==> src/rtl/cpu_r_defs.sv <==
// Shared encodings for the R-type control path: FSM states, MIPS func codes
// and the ALU operation selects driven toward the datapath.
package cpu_r_defs;

  typedef enum logic [2:0] {
    ST_IDLE   = 3'd0,
    ST_FETCH  = 3'd1,
    ST_DECODE = 3'd2,
    ST_EXEC   = 3'd3,
    ST_WB     = 3'd4,
    ST_HALT   = 3'd5
  } state_t;

  localparam logic [5:0] OP_RTYPE  = 6'b000000;

  localparam logic [5:0] FUNC_SLL  = 6'h00;
  localparam logic [5:0] FUNC_SRL  = 6'h02;
  localparam logic [5:0] FUNC_ADD  = 6'h20;
  localparam logic [5:0] FUNC_ADDU = 6'h21;
  localparam logic [5:0] FUNC_SUB  = 6'h22;
  localparam logic [5:0] FUNC_SUBU = 6'h23;
  localparam logic [5:0] FUNC_AND  = 6'h24;
  localparam logic [5:0] FUNC_OR   = 6'h25;
  localparam logic [5:0] FUNC_XOR  = 6'h26;
  localparam logic [5:0] FUNC_NOR  = 6'h27;
  localparam logic [5:0] FUNC_SLT  = 6'h2A;

  localparam logic [3:0] ALU_AND = 4'b0000;
  localparam logic [3:0] ALU_OR  = 4'b0001;
  localparam logic [3:0] ALU_ADD = 4'b0010;
  localparam logic [3:0] ALU_SUB = 4'b0110;
  localparam logic [3:0] ALU_SLT = 4'b0111;
  localparam logic [3:0] ALU_NOR = 4'b1100;
  localparam logic [3:0] ALU_XOR = 4'b1101;
  localparam logic [3:0] ALU_SLL = 4'b1110;
  localparam logic [3:0] ALU_SRL = 4'b1111;

endpackage

==> src/rtl/r_type_controller_if.sv <==
// Controller <-> datapath signals: decoded instruction fields and ALU flag in,
// per-stage write strobes and ALU select out.
interface r_type_controller_if;
  logic [5:0] op_code;
  logic [5:0] func;
  logic       alu_of;
  logic       pc_we;
  logic       ir_we;
  logic       ab_we;
  logic       alu_we;
  logic [3:0] alu_op;
  logic       rf_we;

  modport master (
    input  op_code, func, alu_of,
    output pc_we, ir_we, ab_we, alu_we, alu_op, rf_we
  );

  modport slave (
    output op_code, func, alu_of,
    input  pc_we, ir_we, ab_we, alu_we, alu_op, rf_we
  );
endinterface

==> src/rtl/r_func_decoder.sv <==
// Combinational R-type decode: func -> ALU select, legality and whether the
// operation traps on signed overflow.
module r_func_decoder
  import cpu_r_defs::*;
(
  input  logic [5:0] op_code,
  input  logic [5:0] func,
  output logic [3:0] alu_op,
  output logic       legal,
  output logic       ov_check
);

  always_comb begin
    alu_op   = ALU_AND;
    legal    = 1'b1;
    ov_check = 1'b0;
    case (func)
      FUNC_ADD:  begin alu_op = ALU_ADD; ov_check = 1'b1; end
      FUNC_ADDU: alu_op = ALU_ADD;
      FUNC_SUB:  begin alu_op = ALU_SUB; ov_check = 1'b1; end
      FUNC_SUBU: alu_op = ALU_SUB;
      FUNC_AND:  alu_op = ALU_AND;
      FUNC_OR:   alu_op = ALU_OR;
      FUNC_XOR:  alu_op = ALU_XOR;
      FUNC_NOR:  alu_op = ALU_NOR;
      FUNC_SLT:  alu_op = ALU_SLT;
      FUNC_SLL:  alu_op = ALU_SLL;
      FUNC_SRL:  alu_op = ALU_SRL;
      default:   legal  = 1'b0;
    endcase
    // Any non-R-type opcode is rejected regardless of the func field.
    if (op_code != OP_RTYPE || !legal) begin
      alu_op   = ALU_AND;
      legal    = 1'b0;
      ov_check = 1'b0;
    end
  end

endmodule

==> src/rtl/r_type_controller.sv <==
// Multi-cycle R-type sequencer: one datapath strobe per stage, free-run or
// single-step, with retired-instruction count and sticky fault flags.
//
// state  | meaning
// IDLE   | waiting for run or a step pulse
// FETCH  | load IR, advance PC
// DECODE | latch A/B, decode func into alu_op
// EXEC   | latch ALU result, capture overflow
// WB     | write rd unless overflow trapped, count the instruction
// HALT   | illegal instruction seen; only reset leaves
module r_type_controller
  import cpu_r_defs::*;
#(
  parameter int CNT_W = 32
) (
  input  logic                  clk,
  input  logic                  Reset_n,
  input  logic                  run,
  input  logic                  step,
  r_type_controller_if.master   dp,
  output logic                  busy,
  output logic                  illegal,
  output logic                  overflow,
  output logic [CNT_W-1:0]      retired
);

  state_t     state;
  logic [3:0] dec_alu_op;
  logic       dec_legal;
  logic       dec_ov_check;
  logic       ov_check_q;
  logic       ov_pending;

  r_func_decoder u_dec (
    .op_code  (dp.op_code),
    .func     (dp.func),
    .alu_op   (dec_alu_op),
    .legal    (dec_legal),
    .ov_check (dec_ov_check)
  );

  assign busy = (state != ST_IDLE) && (state != ST_HALT);

  // Strobes are assigned together with the state they belong to, so they are
  // registered yet track the state register exactly.
  always_ff @(posedge clk or negedge Reset_n) begin
    if (!Reset_n) begin
      state       <= ST_IDLE;
      dp.pc_we    <= 1'b0;
      dp.ir_we    <= 1'b0;
      dp.ab_we    <= 1'b0;
      dp.alu_we   <= 1'b0;
      dp.rf_we    <= 1'b0;
      dp.alu_op   <= ALU_AND;
      ov_check_q  <= 1'b0;
      ov_pending  <= 1'b0;
      illegal     <= 1'b0;
      overflow    <= 1'b0;
      retired     <= '0;
    end else begin
      dp.pc_we  <= 1'b0;
      dp.ir_we  <= 1'b0;
      dp.ab_we  <= 1'b0;
      dp.alu_we <= 1'b0;
      dp.rf_we  <= 1'b0;
      case (state)
        ST_IDLE: begin
          if (run || step) begin
            state    <= ST_FETCH;
            dp.ir_we <= 1'b1;
            dp.pc_we <= 1'b1;
          end
        end
        ST_FETCH: begin
          state    <= ST_DECODE;
          dp.ab_we <= 1'b1;
        end
        ST_DECODE: begin
          dp.alu_op  <= dec_alu_op;
          ov_check_q <= dec_ov_check;
          if (!dec_legal) begin
            illegal <= 1'b1;
            state   <= ST_HALT;
          end else begin
            state     <= ST_EXEC;
            dp.alu_we <= 1'b1;
          end
        end
        ST_EXEC: begin
          ov_pending <= dp.alu_of & ov_check_q;
          dp.rf_we   <= ~(dp.alu_of & ov_check_q);
          state      <= ST_WB;
        end
        ST_WB: begin
          if (ov_pending) overflow <= 1'b1;
          retired <= retired + CNT_W'(1);
          if (run) begin
            state    <= ST_FETCH;
            dp.ir_we <= 1'b1;
            dp.pc_we <= 1'b1;
          end else begin
            state <= ST_IDLE;
          end
        end
        ST_HALT: state <= ST_HALT;
        default: state <= ST_IDLE;
      endcase
    end
  end

endmodule

==> src/flat_wrapper.sv <==
// flat-port wrapper written by rule: the top's interface ports become plain ports
module r_type_controller_flat import cpu_r_defs::*;
#(
  parameter int CNT_W = 32
)
  (clk, Reset_n, run, step, busy, illegal, overflow, retired, dp_op_code, dp_func, dp_alu_of, dp_pc_we, dp_ir_we, dp_ab_we, dp_alu_we, dp_alu_op, dp_rf_we);
  r_type_controller_if dp_i ();
  input  logic clk;
  input  logic Reset_n;
  input  logic run;
  input  logic step;
  output logic busy;
  output logic illegal;
  output logic overflow;
  output logic [CNT_W-1:0] retired;
  input wire logic [$bits(dp_i.op_code)-1:0] dp_op_code;
  input wire logic [$bits(dp_i.func)-1:0] dp_func;
  input wire logic [$bits(dp_i.alu_of)-1:0] dp_alu_of;
  output wire logic [$bits(dp_i.pc_we)-1:0] dp_pc_we;
  output wire logic [$bits(dp_i.ir_we)-1:0] dp_ir_we;
  output wire logic [$bits(dp_i.ab_we)-1:0] dp_ab_we;
  output wire logic [$bits(dp_i.alu_we)-1:0] dp_alu_we;
  output wire logic [$bits(dp_i.alu_op)-1:0] dp_alu_op;
  output wire logic [$bits(dp_i.rf_we)-1:0] dp_rf_we;
  assign dp_i.op_code = dp_op_code;
  assign dp_i.func = dp_func;
  assign dp_i.alu_of = dp_alu_of;
  assign dp_pc_we = dp_i.pc_we;
  assign dp_ir_we = dp_i.ir_we;
  assign dp_ab_we = dp_i.ab_we;
  assign dp_alu_we = dp_i.alu_we;
  assign dp_alu_op = dp_i.alu_op;
  assign dp_rf_we = dp_i.rf_we;
  r_type_controller #(.CNT_W(CNT_W)) u_core (.clk(clk), .Reset_n(Reset_n), .run(run), .step(step), .dp(dp_i), .busy(busy), .illegal(illegal), .overflow(overflow), .retired(retired));
endmodule
==> config.mk <==
export PLATFORM = sky130hd
export DESIGN_NAME = r_type_controller_flat
export DESIGN_NICKNAME = d
export VERILOG_FILES = /design/src/rtl/cpu_r_defs.sv /design/src/rtl/r_type_controller_if.sv /design/src/rtl/r_func_decoder.sv /design/src/rtl/r_type_controller.sv /design/src/flat_wrapper.sv
export SDC_FILE = /design/constraint.sdc
export NUM_CORES = 1
export LEC_CHECK = 0
export ABC_AREA = 1
export BUFFER_PORTS_ARGS = -buffer_cell sky130_fd_sc_hd__buf_2
export CAP_MARGIN = 5
export CORE_MARGIN = 10
export CORE_UTILIZATION = 40
export DETAILED_ROUTE_END_ITERATION = 10
export PLACE_DENSITY = 0.71
export SYNTH_ARGS = -nofsm -noshare
export SYNTH_HDL_FRONTEND = slang
export SYNTH_SLANG_ARGS = --single-unit
==> constraint.sdc <==
create_clock -name clk -period 3.2 [get_ports clk]
set_clock_uncertainty 0.15 [all_clocks]
set_input_delay 0.32 -clock clk [delete_from_list [all_inputs] [get_ports clk]]
set_output_delay 0.32 -clock clk [all_outputs]
set_load 0.02 [all_outputs]
======== After elaboration in Yosys (flattened, before gate mapping) ========
Cells that the tools add are included.
word-level totals
  register bits ........................... 47
  input port bits ......................... 17
  output and inout bits ................... 44
  word-level logic and storage cells ...... 63
cells by class
  $add $sub $neg .......................... 1
  equal/unequal tests ..................... 17
  muxes and demuxes ....................... 17
  bitwise operators ....................... 3
  reductions and logical operators ........ 14
operator list
  operator                                       count
  == test 6 bit, second input constant           9
  adder 32 x 1 -> 32 bit, second input constant  1
  case mux 4 bit (8 select lines)                1
  case mux 3 bit (6 select lines)                1
  2-to-1 mux 1 bit                               11
  OR reduction 11 bit                            1
  == test 3 x 2 -> 1 bit, second input constant  2
  == test 3 bit, second input constant           2
  == test 6 x 2 -> 1 bit, second input constant  1
  logical NOT 6 bit                              1
  2-to-1 mux 3 bit                               2
  nonzero test 6 bit                             1
  OR reduction 2 bit                             3
  2-to-1 mux 4 bit                               1
  AND reduction 2 bit                            2
  == test 3 x 1 -> 1 bit, second input constant  1
  logical NOT 3 bit                              1
  != test 3 bit, second input constant           1
  nonzero test 3 bit                             1
  logical OR 1 bit                               2
  != test 2 x 1 -> 1 bit, second input constant  1
  inverter 1 bit                                 2
  case mux 1 bit (2 select lines)                1
  bitwise AND 1 bit                              1
  other kinds (2)                                2

======== Logic depth before layout (Yosys ltp) ========
Gate-level depths: netlist of run 1.
  depth after elaboration ................. 8
  depth in mapped cells ................... 10
  depth with buffers taken out ............ 10

======== Cells and area by module ========
A second synthesis of run 1 with hierarchy kept.
second synthesis, totals
  cell total of the unflattened synthesis .. 333
  area, all modules ....................... 2616.3 µm²
by module, submodules not included
  module             instances  cells an instance  area each (µm²)  seq. area each (µm²)
  r_type_controller  1          293                2417.3           1176.1
  r_func_decoder     1          40                 198.9            0.0

======== Worst setup path after synthesis of run 1 ========
Ideal clock, no wire load.
  path type ............................... reg2reg
  start point ............................. register u_core.retired[1]
  end point ............................... register u_core.retired[28]
  library setup time ...................... 0.117 ns
  arrival ................................. 1.354 ns
  required time ........................... 2.933 ns
  path slack .............................. 1.579 ns
  stages on the path, launching flop included .. 11
  buffers on the path ..................... 0
  clock period less this slack ............ 1.621 ns
  cell sequence ........................... dfrtp_1 ha_1 inv_1 nor2_1 nand2_1 nor2_4 nand3_2 inv_2 nand2_1 nand2_1 nand2_1
on the way
  word-level cells in the longest chain between the ends .. 1
RTL lines
  element                 RTL line                 source
  start, declared         r_type_controller.sv:24  output logic [CNT_W-1:0] retired
  start signal, assigned  r_type_controller.sv:96  retired <= retired + CNT_W'(1);
  adder 32 x 1 -> 32 bit  r_type_controller.sv:96
No other way between the ends.
A chain may end at the register's enable or synchronous reset.

======== Final worst setup path of run 1 ========
  start point ............................. register u_core.state[0]
  end point ............................... output busy
on the way
  word-level cells in the longest chain between the ends .. 2
  elaborated cells between the ends (all ways) .. 3
  classes of those cells .................. eq/ne (1); reduce/logical (2)
RTL lines
  element                                                     RTL line                 source
  start, declared                                             r_type_controller.sv:27  state_t state;
  start signal, assigned                                      r_type_controller.sv:48  state <= ST_IDLE;
  start signal, assigned                                      r_type_controller.sv:69  state <= ST_FETCH;
  start signal, assigned                                      r_type_controller.sv:75  state <= ST_DECODE;
  != test 3 bit / nonzero test 3 bit (equally long branches)  r_type_controller.sv:42  assign busy = (state != ST_IDLE) && (state != ST_HALT);
  logical AND 1 bit *                                         r_type_controller.sv:42
  end, declared                                               flat_wrapper.sv:12       output logic busy;
Mark *: on every way between the ends. The rest lies on a longest branch, timed or not.

==> flow_summary.yaml, run 1 <==
detailed_routing:
  wirelength_um: 6540
  antenna_left: 0
  via_count: 2385
  drtPass1Iterations: 5
  avgRoutedWirePerCell_um: 13.4
  drt_iter0_markers: 126
  drc: 0
  via_per_inst: 4.87
run_status:
  status: "finished, final reports clean"
floorplanning:
  io_pins: 61
  die_y_um: 101
  rows: 29
  die_w_um: 101
  core_area_um2: 6390
  die_area_um2: 10200
  start_util_pct: 41.3
clock_tree:
  clockBufferDepth: 2
  root_buffer: "clkbuf_8"
  hold_buffers: 0
  clkTransAtPathRegs_ns: 0.08
  post-cts-setup-buffer-count: 0
  cts_htree_levels: 2
  post_cts_resized: 0
  cts.sinks: 47
  tritoncts: "done"
  cts_made_buffers: 5
  clk_latency_ns: 0.30
pwr:
  p_int_mw: 1.10
  p_leak_nw: 1.63
  seq_power_share_pct: 44.9
  comb_power_share_pct: 24.1
  power_per_cell_area_nw_per_um2: 523
  p_sw_uw: 544
  clkPwrFrac_pct: 31.1
  p_sw_share_pct: 33.0
  max-vdd-ir-drop_v: 0.000322
global_routing:
  track_usage_pct: 13.5
  grt_pass1_wl_um: 11400
  antenna_found_initial: 0
  grt_max_degree: 48
  grt_remaining_overflow: 0
  grt_pass1_vias: 2428
hold_path:
  hp-class: "in -> async"
worst_setup_path:
  reg2reg_setup_slack_ns: 1.54
  setup.worst_path.start: "u_core.state[0]$_DFFE_PN0P_"
  cp_slowest_cell: "dfrtp_1"
  arrival_ns: 1.29
  cp_num_buf_inv: 2
  reg2reg_depth: 8
  cp.required_ns: 2.73
  crit_path_max_fanout: 5
  critPathMostFrequentCell: "nand2_1"
  max_stage_delay_ns: 0.45
  cp.depth: 5
  rr_endpoint: "u_core.retired[29]$_DFFE_PN0P_"
  endpoint: "busy"
  rr_startpoint: "u_core.state[0]$_DFFE_PN0P_"
  crit_chain: "nor2_4 > nand2_1 > nand2_1 > inv_1 > buf_2"
  critPathLaunchType: "register"
  endpoint_kind: "output port"
  cp_top_family: "flip-flops"
  critPathKind: "reg -> out"
synth:
  seq_area_frac_synth_pct: 44.6
  synth_top_area_cell: "dfrtp_1"
  synth_area_leaders: "dfrtp_1 45%, nand2_1 16%, nor2_1 6.8%, inv_1 5.4%, nand3_1 4.6%"
  syn_inst: 347
  yosysWarnings: 0
  avgSynthCellArea_um2: 7.60
  ys_ff_latch: 47
  synth_cell_type_count: 28
  netlist_area_um2: 2640
  syn_nets: 365
  yosysTopAreaCellShare_pct: 44.6
timing:
  maxSlewViolCount: 0
  fmax_ghz: 0.569
  fin_worst_hold_slack_ns: 0.0410
  tns_ns: 0
  grt_setup_unrepaired: "no"
  hold_viol: 0
  fin_ws_ns: 1.44
  worst_pin_slew_ns: 1.01
  slew_headroom_pct: 32.4
  fin_crit_sh_pct: 54.9
  finalCriticalPeriod_ns: 1.76
  setup_viol: 0
job:
  cap_violations: 0
layout:
  fin_cells: 490
  fillers: 634
  drive_gt1_share_pct: 23.0
  syn2layout_area_growth_pct: 19.4
  nNetsFinal: 430
  antennaDiodeCount: 0
  fin_util_pct: 49.3
place:
  pre_cts_ws_ns: 1.53
  gp_congestion: 0.890
  dpl.hpwl_um: 5200
  dp_cells: 482
  port-buffer-count: 60
## synthesized netlist by cell type (all sizes together)
cell,instances
clkinv,2
nand3b,4
nand2,118
buf,2
nor3,6
xor2,10
ha,1
o21ai,7
nand3,30
nor2,61
inv,40
xnor2,7
nand4,5
o21bai,2
a21oi,5
dfrtp,47
## metal layers
layer	vias to the layer above	global-route usage [%]	routed length, um
li1	1209	-	-
met1	1089	17.3	2960
met2	80	21.5	2970
met3	7	4.08	539
met4	0	3.86	72
met5	-	0	0
## power by group through the flow
stage	Combinational, mW	Sequential (mW)	Clock (mW)
detailed placement	0.406	0.750	0
floorplan	0.228	0.798	0
global placement	0.398	0.747	0
finish	0.396	0.740	0.512
global route	0.454	0.751	0.546
CTS	0.406	0.740	0.523
## worst reg2reg max path, delay by kind of cell, from the launching register on
family                 cells  cell delay [ns]
AND/OR/NAND/NOR            7             0.81
buffers and inverters      1             0.15
flip-flops                 1             0.45
## logic make-up after synthesis
group           share of synthesized area (%)
fa+ha+maj                               0.474
xor+xnor                                 5.65
flops                                    44.6
buf+inv                                  6.78
compound gates                           2.85
simple gates                             39.7
## layout make-up
class / instances / area (um2) / share of cell area, %
Multi-Input combinational cell: 256 / 1280 / 40.7
Sequential cell: 47 / 1180 / 37.4
Timing Repair Buffer: 60 / 300 / 9.54
Inverter: 42 / 160 / 5.09
Tap cell: 77 / 96.3 / 3.06
Clock buffer: 6 / 72.6 / 2.31
Clock inverter: 2 / 60.1 / 1.91
## cells in the final DEF, fill, tap and decap left out, drive strengths merged, types with 4 or more instances in the layout
cell type | synthesis | final
inv | 40 | 40
nand4 | 5 | 5
nor2 | 61 | 61
dfrtp | 47 | 47
xor2 | 10 | 10
nand3 | 30 | 30
xnor2 | 7 | 7
a21oi | 5 | 5
nand3b | 4 | 4
buf | 2 | 60
o21ai | 7 | 7
clkbuf | 0 | 6
nor3 | 6 | 6
nand2 | 118 | 118
## how the worst min path moves through the flow
stage | startpoint | slack, ns | cells after the start | endpoint
after floorplan | Reset_n | -0.13 | 0 | u_core.dp.ab_we$_DFF_PN0_
after global placement | u_core.illegal$_DFFE_PN0P_ | 0.30 | 2 | u_core.illegal$_DFFE_PN0P_
after detailed placement | u_core.illegal$_DFFE_PN0P_ | 0.30 | 2 | u_core.illegal$_DFFE_PN0P_
after CTS | dp_alu_of | 0.05 | 2 | u_core.dp.rf_we$_DFF_PN0_
after global routing | dp_alu_of | 0.05 | 2 | u_core.dp.rf_we$_DFF_PN0_
final | Reset_n | 0.04 | 1 | u_core.retired[2]$_DFFE_PN0P_
## per-stage QoR
step                      total power, mW  area, um2
after floorplan                      1.03       2640
after global placement               1.15       3020
after detailed placement             1.16       3020
after CTS                            1.67       3150
after global routing                 1.75       3150
final                                1.65       3150
## registers in the layout (all words and copies together) (netlist names)
register,cells
u_core.ov_check_q,1
u_core.dp.ab_we,1
u_core.state,3
u_core.dp.alu_we,1
u_core.retired,32
u_core.ov_pending,1
u_core.overflow,1
u_core.illegal,1
u_core.dp.pc_we,1
u_core.dp.rf_we,1
u_core.dp.alu_op,4
Power figures use the tool's default switching activity.
==> run 2, diff against run 1 <==
--- a/config.mk
+++ b/config.mk
@@ -11,7 +11,7 @@
 export CORE_MARGIN = 10
 export CORE_UTILIZATION = 40
 export DETAILED_ROUTE_END_ITERATION = 10
-export PLACE_DENSITY = 0.71
+export PLACE_DENSITY = 0.74
 export SYNTH_ARGS = -nofsm -noshare
 export SYNTH_HDL_FRONTEND = slang
 export SYNTH_SLANG_ARGS = --single-unit
==> constraint.sdc (replaced) <==
create_clock -name clk -period 1.4 [get_ports clk]
set_clock_uncertainty 0.15 [all_clocks]
set_input_delay 0.14 -clock clk [delete_from_list [all_inputs] [get_ports clk]]
set_output_delay 0.14 -clock clk [all_outputs]
set_load 0.02 [all_outputs]
==> flow_summary.yaml, run 2 (synthesized netlist as in run 1, its figures left out) <==
clock_tree:
  cts.sinks: 47
  cts_made_buffers: 5
  clkTransAtPathRegs_ns: 0.09
  clockBufferDepth: 2
  cts_htree_levels: 2
  clk_latency_ns: 0.31
  root_buffer: "clkbuf_8"
  tritoncts: "done"
layout:
  top_register: "u_core.retired"
  seqCellArea_um2: 1210
  antennaDiodeCount: 0
  nNetsFinal: 502
  top_regs: "u_core.retired x32, u_core.dp.alu_op x4, u_core.state x3"
  final_cell_mix: "85 x nand2_1, 58 x buf_2, 54 x buf_4, 32 x inv_1"
  largest_register_ffs: 32
  syn2layout_area_growth_pct: 56.0
  multi_input_area_um2: 1620
  drive_gt1_share_pct: 52.8
  final_common_cell: "nand2_1"
  fillers: 506
timing:
  finalCriticalPeriod_ns: 1.58
  grt_setup_unrepaired: "yes"
  worst_pin_slew_ns: 0.398
  hold_viol: 0
  slew_headroom_pct: 73.3
  fmax_ghz: 0.634
  setup_viol: 39
  fin_crit_sh_pct: 113
  tns_ns: -3.28
  fin_ws_ns: -0.178
  maxSlewViolCount: 0
pwr:
  clkPwrFrac_pct: 19.2
  power_per_cell_area_nw_per_um2: 1030
  p_int_mw: 2.66
  comb_power_share_pct: 40.9
  max-vdd-ir-drop_v: 0.00107
  seq_power_share_pct: 39.9
  p_sw_share_pct: 37.3
  total_power_mw: 4.24
  p_leak_nw: 2.09
  p_sw_mw: 1.58
global_routing:
  grt_pass1_wl_um: 12400
  antenna_found_initial: 0
  grt_remaining_overflow: 0
  track_usage_pct: 14.7
  grt_max_degree: 48
  grt_pass1_vias: 2715
detailed_routing:
  drc: 0
  via_count: 2789
  drt_iter0_markers: 87
  antenna_left: 0
  wirelength_um: 8280
  via_per_inst: 4.96
  drtPass1Iterations: 4
  avgRoutedWirePerCell_um: 14.7
place:
  gp_congestion: 0.898
  pre_cts_ws_ns: -0.118
  port-buffer-count: 60
  dpl.hpwl_um: 5810
run_status:
  status: "finished with violations"
  violations: "setup timing"
worst_setup_path:
  endpoint_kind: "register"
  cp_slowest_cell: "dfrtp_2"
  max_stage_delay_ns: 0.42
  critPathKind: "reg -> reg"
  cp_top_family: "simple AND/OR/NAND/NOR gates"
  rr_startpoint: "u_core.retired[0]$_DFFE_PN0P_"
  rr_endpoint: "u_core.retired[28]$_DFFE_PN0P_"
  cp_num_buf_inv: 2
  crit_chain: "ha_4 > inv_4 > nor2_4 > nand2_2 > nor2_4 > nand3_2 > inv_2 > nand2_1 > nand2_1 > nand2_1"
  arrival_ns: 1.63
  cp.required_ns: 1.46
  reg2reg_setup_slack_ns: -0.18
  crit_path_max_fanout: 5
  setup.worst_path.start: "u_core.retired[0]$_DFFE_PN0P_"
  cp.depth: 10
  reg2reg_depth: 10
  critPathLaunchType: "register"
  critPathMostFrequentCell: "nand2_1"
  endpoint: "u_core.retired[28]$_DFFE_PN0P_"
floorplanning:
  start_util_pct: 41.3
  die_area_um2: 10200
  die_w_um: 101
  io_pins: 61
  rows: 29
  core_area_um2: 6390
  die_y_um: 101
hold_path:
  hp-class: "in -> reg"
job:
  cap_violations: 0
## run 2: cell types whose count changed in the layout (fill, tap and decap cells not counted), sizes merged
cell	change
clkbuf	+2
bufinv	-2
dlygate4sd3	+4
buf	+68
inv	+2
clkinv	-2
## run 2: worst reg2reg max path, delay by kind of cell, from the launching register on
family / cells / cell delay (ns)
adder cells (fa/ha/maj): 1 / 0.18
AND/OR/NAND/NOR: 7 / 0.59
buffers and inverters: 2 / 0.12
flip-flops: 1 / 0.42
## run 2: how the worst min path moves through the flow
stage / start / to / slack, ns / cells past startpoint
floorplan: Reset_n / u_core.dp.ab_we$_DFF_PN0_ / -0.31 / 0
global placement: Reset_n / u_core.retired[9]$_DFFE_PN0P_ / -0.004 / 2
detailed placement: Reset_n / u_core.retired[12]$_DFFE_PN0P_ / -0.001 / 2
CTS: dp_func[4] / u_core.ov_check_q$_DFFE_PN0N_ / 0.009 / 4
global route: dp_func[1] / u_core.dp.alu_op[0]$_DFFE_PN0N_ / 0.04 / 3
finish: dp_func[4] / u_core.ov_check_q$_DFFE_PN0N_ / 0.01 / 4
## run 2: routing by layer
| metal | global-route usage, % | vias up | part of all wire, % |
|---|---|---|---|
| li1 | - | 1346 | - |
| met1 | 17.9 | 1340 | 42 |
| met2 | 24.9 | 89 | 50 |
| met3 | 4.02 | 14 | 6.5 |
| met4 | 4.18 | 0 | 1.3 |
| met5 | 0 | - | 0 |
## run 2: stage by stage
step           util (%)  hold slack, ns  std cells  cell area, um2
4_1_cts            59.5         0.00924        555            3800
3_3_place_gp       54.8        -0.00372        536            3500
3_5_place_dp       54.8        -0.00144        536            3500
5_1_grt            64.4          0.0369        562            4120
2_1_floorplan         -          -0.306        347            2710
6_report           64.4          0.0148        562            4120
## run 2: cell type report
class | instances | share of cell area, %
tap | 77 | 2.34
clock buffer | 8 | 1.95
timing repair buffer | 132 | 22.8
sequential | 47 | 29.3
inverter | 42 | 4.26
multi-input combinational | 256 | 39.4
## run 2: repair_timing
action / 4_1_cts / 5_1_grt
buffers inserted: 7 / 8
hold endpoints to repair: 51 / 0
hold buffers: 4 / 0
gates resized for setup: 34 / 81
pin swaps: 14 / 32
setup endpoints to repair: 36 / 43
## run 2: power by group through the flow
stage / registers, mW / clock network, mW / logic, mW
6_report: 1.69 / 0.814 / 1.73
5_1_grt: 1.72 / 0.882 / 1.87
4_1_cts: 1.67 / 0.829 / 1.54
3_5_place_dp: 1.70 / 0 / 1.24
3_3_place_gp: 1.70 / 0 / 1.20
2_1_floorplan: 1.85 / 0 / 0.546
==> run 3, diff against run 2 <==
--- a/config.mk
+++ b/config.mk
@@ -10,6 +10,7 @@
 export CAP_MARGIN = 5
 export CORE_MARGIN = 10
 export CORE_UTILIZATION = 40
+export CTS_BUF_LIST = sky130_fd_sc_hd__clkbuf_16
 export DETAILED_ROUTE_END_ITERATION = 10
 export PLACE_DENSITY = 0.74
 export SYNTH_ARGS = -nofsm -noshare
==> flow_summary.yaml, run 3 (synthesized netlist as in run 1, its figures left out) <==
place:
  gp_congestion: 0.898
  placedInstanceArea_um2: 3500
  port-buffer-count: 60
  dpl.hpwl_um: 5810
detailed_routing:
  drc: 0
  antenna_left: 0
  via_count: 2866
  drt_iter0_markers: 136
  avgRoutedWirePerCell_um: 15.6
  via_per_inst: 5.08
  wirelength_um: 8800
  drtPass1Iterations: 5
layout:
  top_regs: "u_core.retired x32, u_core.dp.alu_op x4, u_core.state x3"
  nNetsFinal: 504
  top_register: "u_core.retired"
  drive_gt1_share_pct: 52.2
  final_common_cell: "nand2_1"
  final_area_um2: 4230
  largest_register_ffs: 32
  fin_util_pct: 66.2
  syn2layout_area_growth_pct: 60.2
  final_cell_mix: "90 x nand2_1, 56 x buf_2, 53 x buf_4, 36 x inv_1, 27 x nor2_1"
  antennaDiodeCount: 0
  fillers: 487
worst_setup_path:
  reg2reg_depth: 9
  reg2reg_setup_slack_ns: -0.22
  cp.required_ns: 1.43
  rr_startpoint: "u_core.retired[8]$_DFFE_PN0P_"
  rr_endpoint: "u_core.retired[28]$_DFFE_PN0P_"
  arrival_ns: 1.65
  crit_chain: "nand2_1 > inv_1 > nand3_2 > nor2_4 > nand3_2 > inv_2 > nand2_1 > nand2_1 > nand2_1"
  cp_num_buf_inv: 2
  crit_path_max_fanout: 5
  cp_top_family: "simple AND/OR/NAND/NOR gates"
  critPathKind: "reg -> reg"
  critPathLaunchType: "register"
  cp_slowest_cell: "dfrtp_2"
  critPathMostFrequentCell: "nand2_1"
  max_stage_delay_ns: 0.40
  endpoint_kind: "register"
timing:
  finalCriticalPeriod_ns: 1.62
  fmax_ghz: 0.618
  hold_viol: 2
  fin_ws_ns: -0.218
  setup_viol: 38
  tns_ns: -3.93
  maxSlewViolCount: 0
  slew_headroom_pct: 73.3
  grt_setup_unrepaired: "yes"
  fin_worst_hold_slack_ns: -0.00476
  worst_pin_slew_ns: 0.398
  fin_crit_sh_pct: 116
hold_path:
  min_to: "u_core.state[0]$_DFFE_PN0P_"
  whs_path_depth: 3
  worstHoldStart: "run"
  hp-class: "in -> reg"
clock_tree:
  tritoncts: "done"
  clockBufferDepth: 2
  root_buffer: "clkbuf_16"
  cts_made_buffers: 5
  clk_latency_ns: 0.29
  clkTransAtPathRegs_ns: 0.06
  cts_htree_levels: 2
  cts.sinks: 47
job:
  cap_violations: 0
floorplanning:
  start_util_pct: 41.3
  io_pins: 61
  rows: 29
  die_w_um: 101
  die_area_um2: 10200
  die_y_um: 101
  core_area_um2: 6390
global_routing:
  grt_pass1_wl_um: 12500
  track_usage_pct: 14.9
  grt_remaining_overflow: 0
  antenna_found_initial: 0
  grt_pass1_vias: 2723
  grt_max_degree: 48
run_status:
  violations: "hold timing, setup timing"
  status: "finished with violations"
pwr:
  power_per_cell_area_nw_per_um2: 1100
  p_sw_share_pct: 35.8
  total_power_mw: 4.66
  seq_power_share_pct: 36.2
  comb_power_share_pct: 39.3
  p_int_mw: 2.99
  p_leak_nw: 2.15
  max-vdd-ir-drop_v: 0.00113
  clkPwrFrac_pct: 24.5
  p_sw_mw: 1.67
run 3: cell type report:
cell class | instances | area [um2] | share of cell area [%]
well taps | 77 | 96.3 | 2.28
clock buffers | 5 | 125 | 2.96
flip-flops and latches | 47 | 1210 | 28.5
clock inverters | 3 | 11.3 | 0.266
inverters | 42 | 175 | 4.14
repair buffers | 134 | 977 | 23.1
multi-input cells | 256 | 1640 | 38.7
run 3: worst max-delay path by stage:
| stage | start | depth (start not counted) | endpoint |
|---|---|---|---|
| 2_1_floorplan | u_core.retired[1]$_DFFE_PN0P_ | 10 | u_core.retired[28]$_DFFE_PN0P_ |
| 3_3_place_gp | u_core.state[1]$_DFFE_PN0P_ | 8 | u_core.retired[24]$_DFFE_PN0P_ |
| 3_5_place_dp | u_core.retired[0]$_DFFE_PN0P_ | 10 | u_core.retired[28]$_DFFE_PN0P_ |
| 4_1_cts | u_core.state[0]$_DFFE_PN0P_ | 8 | u_core.retired[29]$_DFFE_PN0P_ |
| 5_1_grt | u_core.retired[0]$_DFFE_PN0P_ | 10 | u_core.retired[28]$_DFFE_PN0P_ |
| 6_report | u_core.retired[8]$_DFFE_PN0P_ | 9 | u_core.retired[28]$_DFFE_PN0P_ |
run 3: timing repair:
action                                  4_1_cts  5_1_grt
endpoints found under the setup margin       33       41
hold buffers                                  3        0
setup buffers                                 5       12
hold endpoints to repair                     51        0
pin swaps                                    16       32
resized for setup                            26       94
run 3: power groups by stage:
stage               registers [mW]  clock network (mW)  logic (mW)
floorplan                     1.85                   0       0.546
global placement              1.70                   0        1.20
detailed placement            1.70                   0        1.24
CTS                           1.68                1.15        1.40
global route                  1.71                1.21        1.97
finish                        1.69                1.14        1.83
run 3: tightest hold or removal path, cell delays in order:
cell and delay (ns):
buf_2 0.09, nor2_1 0.06, a21oi_2 0.11
run 3: metrics by stage:
stage | instances | hold slack, ns | worst slack [ns]
final | 564 | -0.00476 | -0.218
after detailed placement | 536 | -0.00144 | -0.118
after floorplan | 347 | -0.306 | -0.102
after CTS | 552 | 0.00613 | -0.124
after global placement | 536 | -0.00372 | -0.0820
after global routing | 564 | 0.0179 | -0.299
run 3: routing by layer:
metal	track usage (%)	wire (um)	vias to the layer above
li1	-	-	1352
met1	17.8	3510	1370
met2	25.0	4400	129
met3	4.22	745	15
met4	4.72	147	0
met5	0	0	-
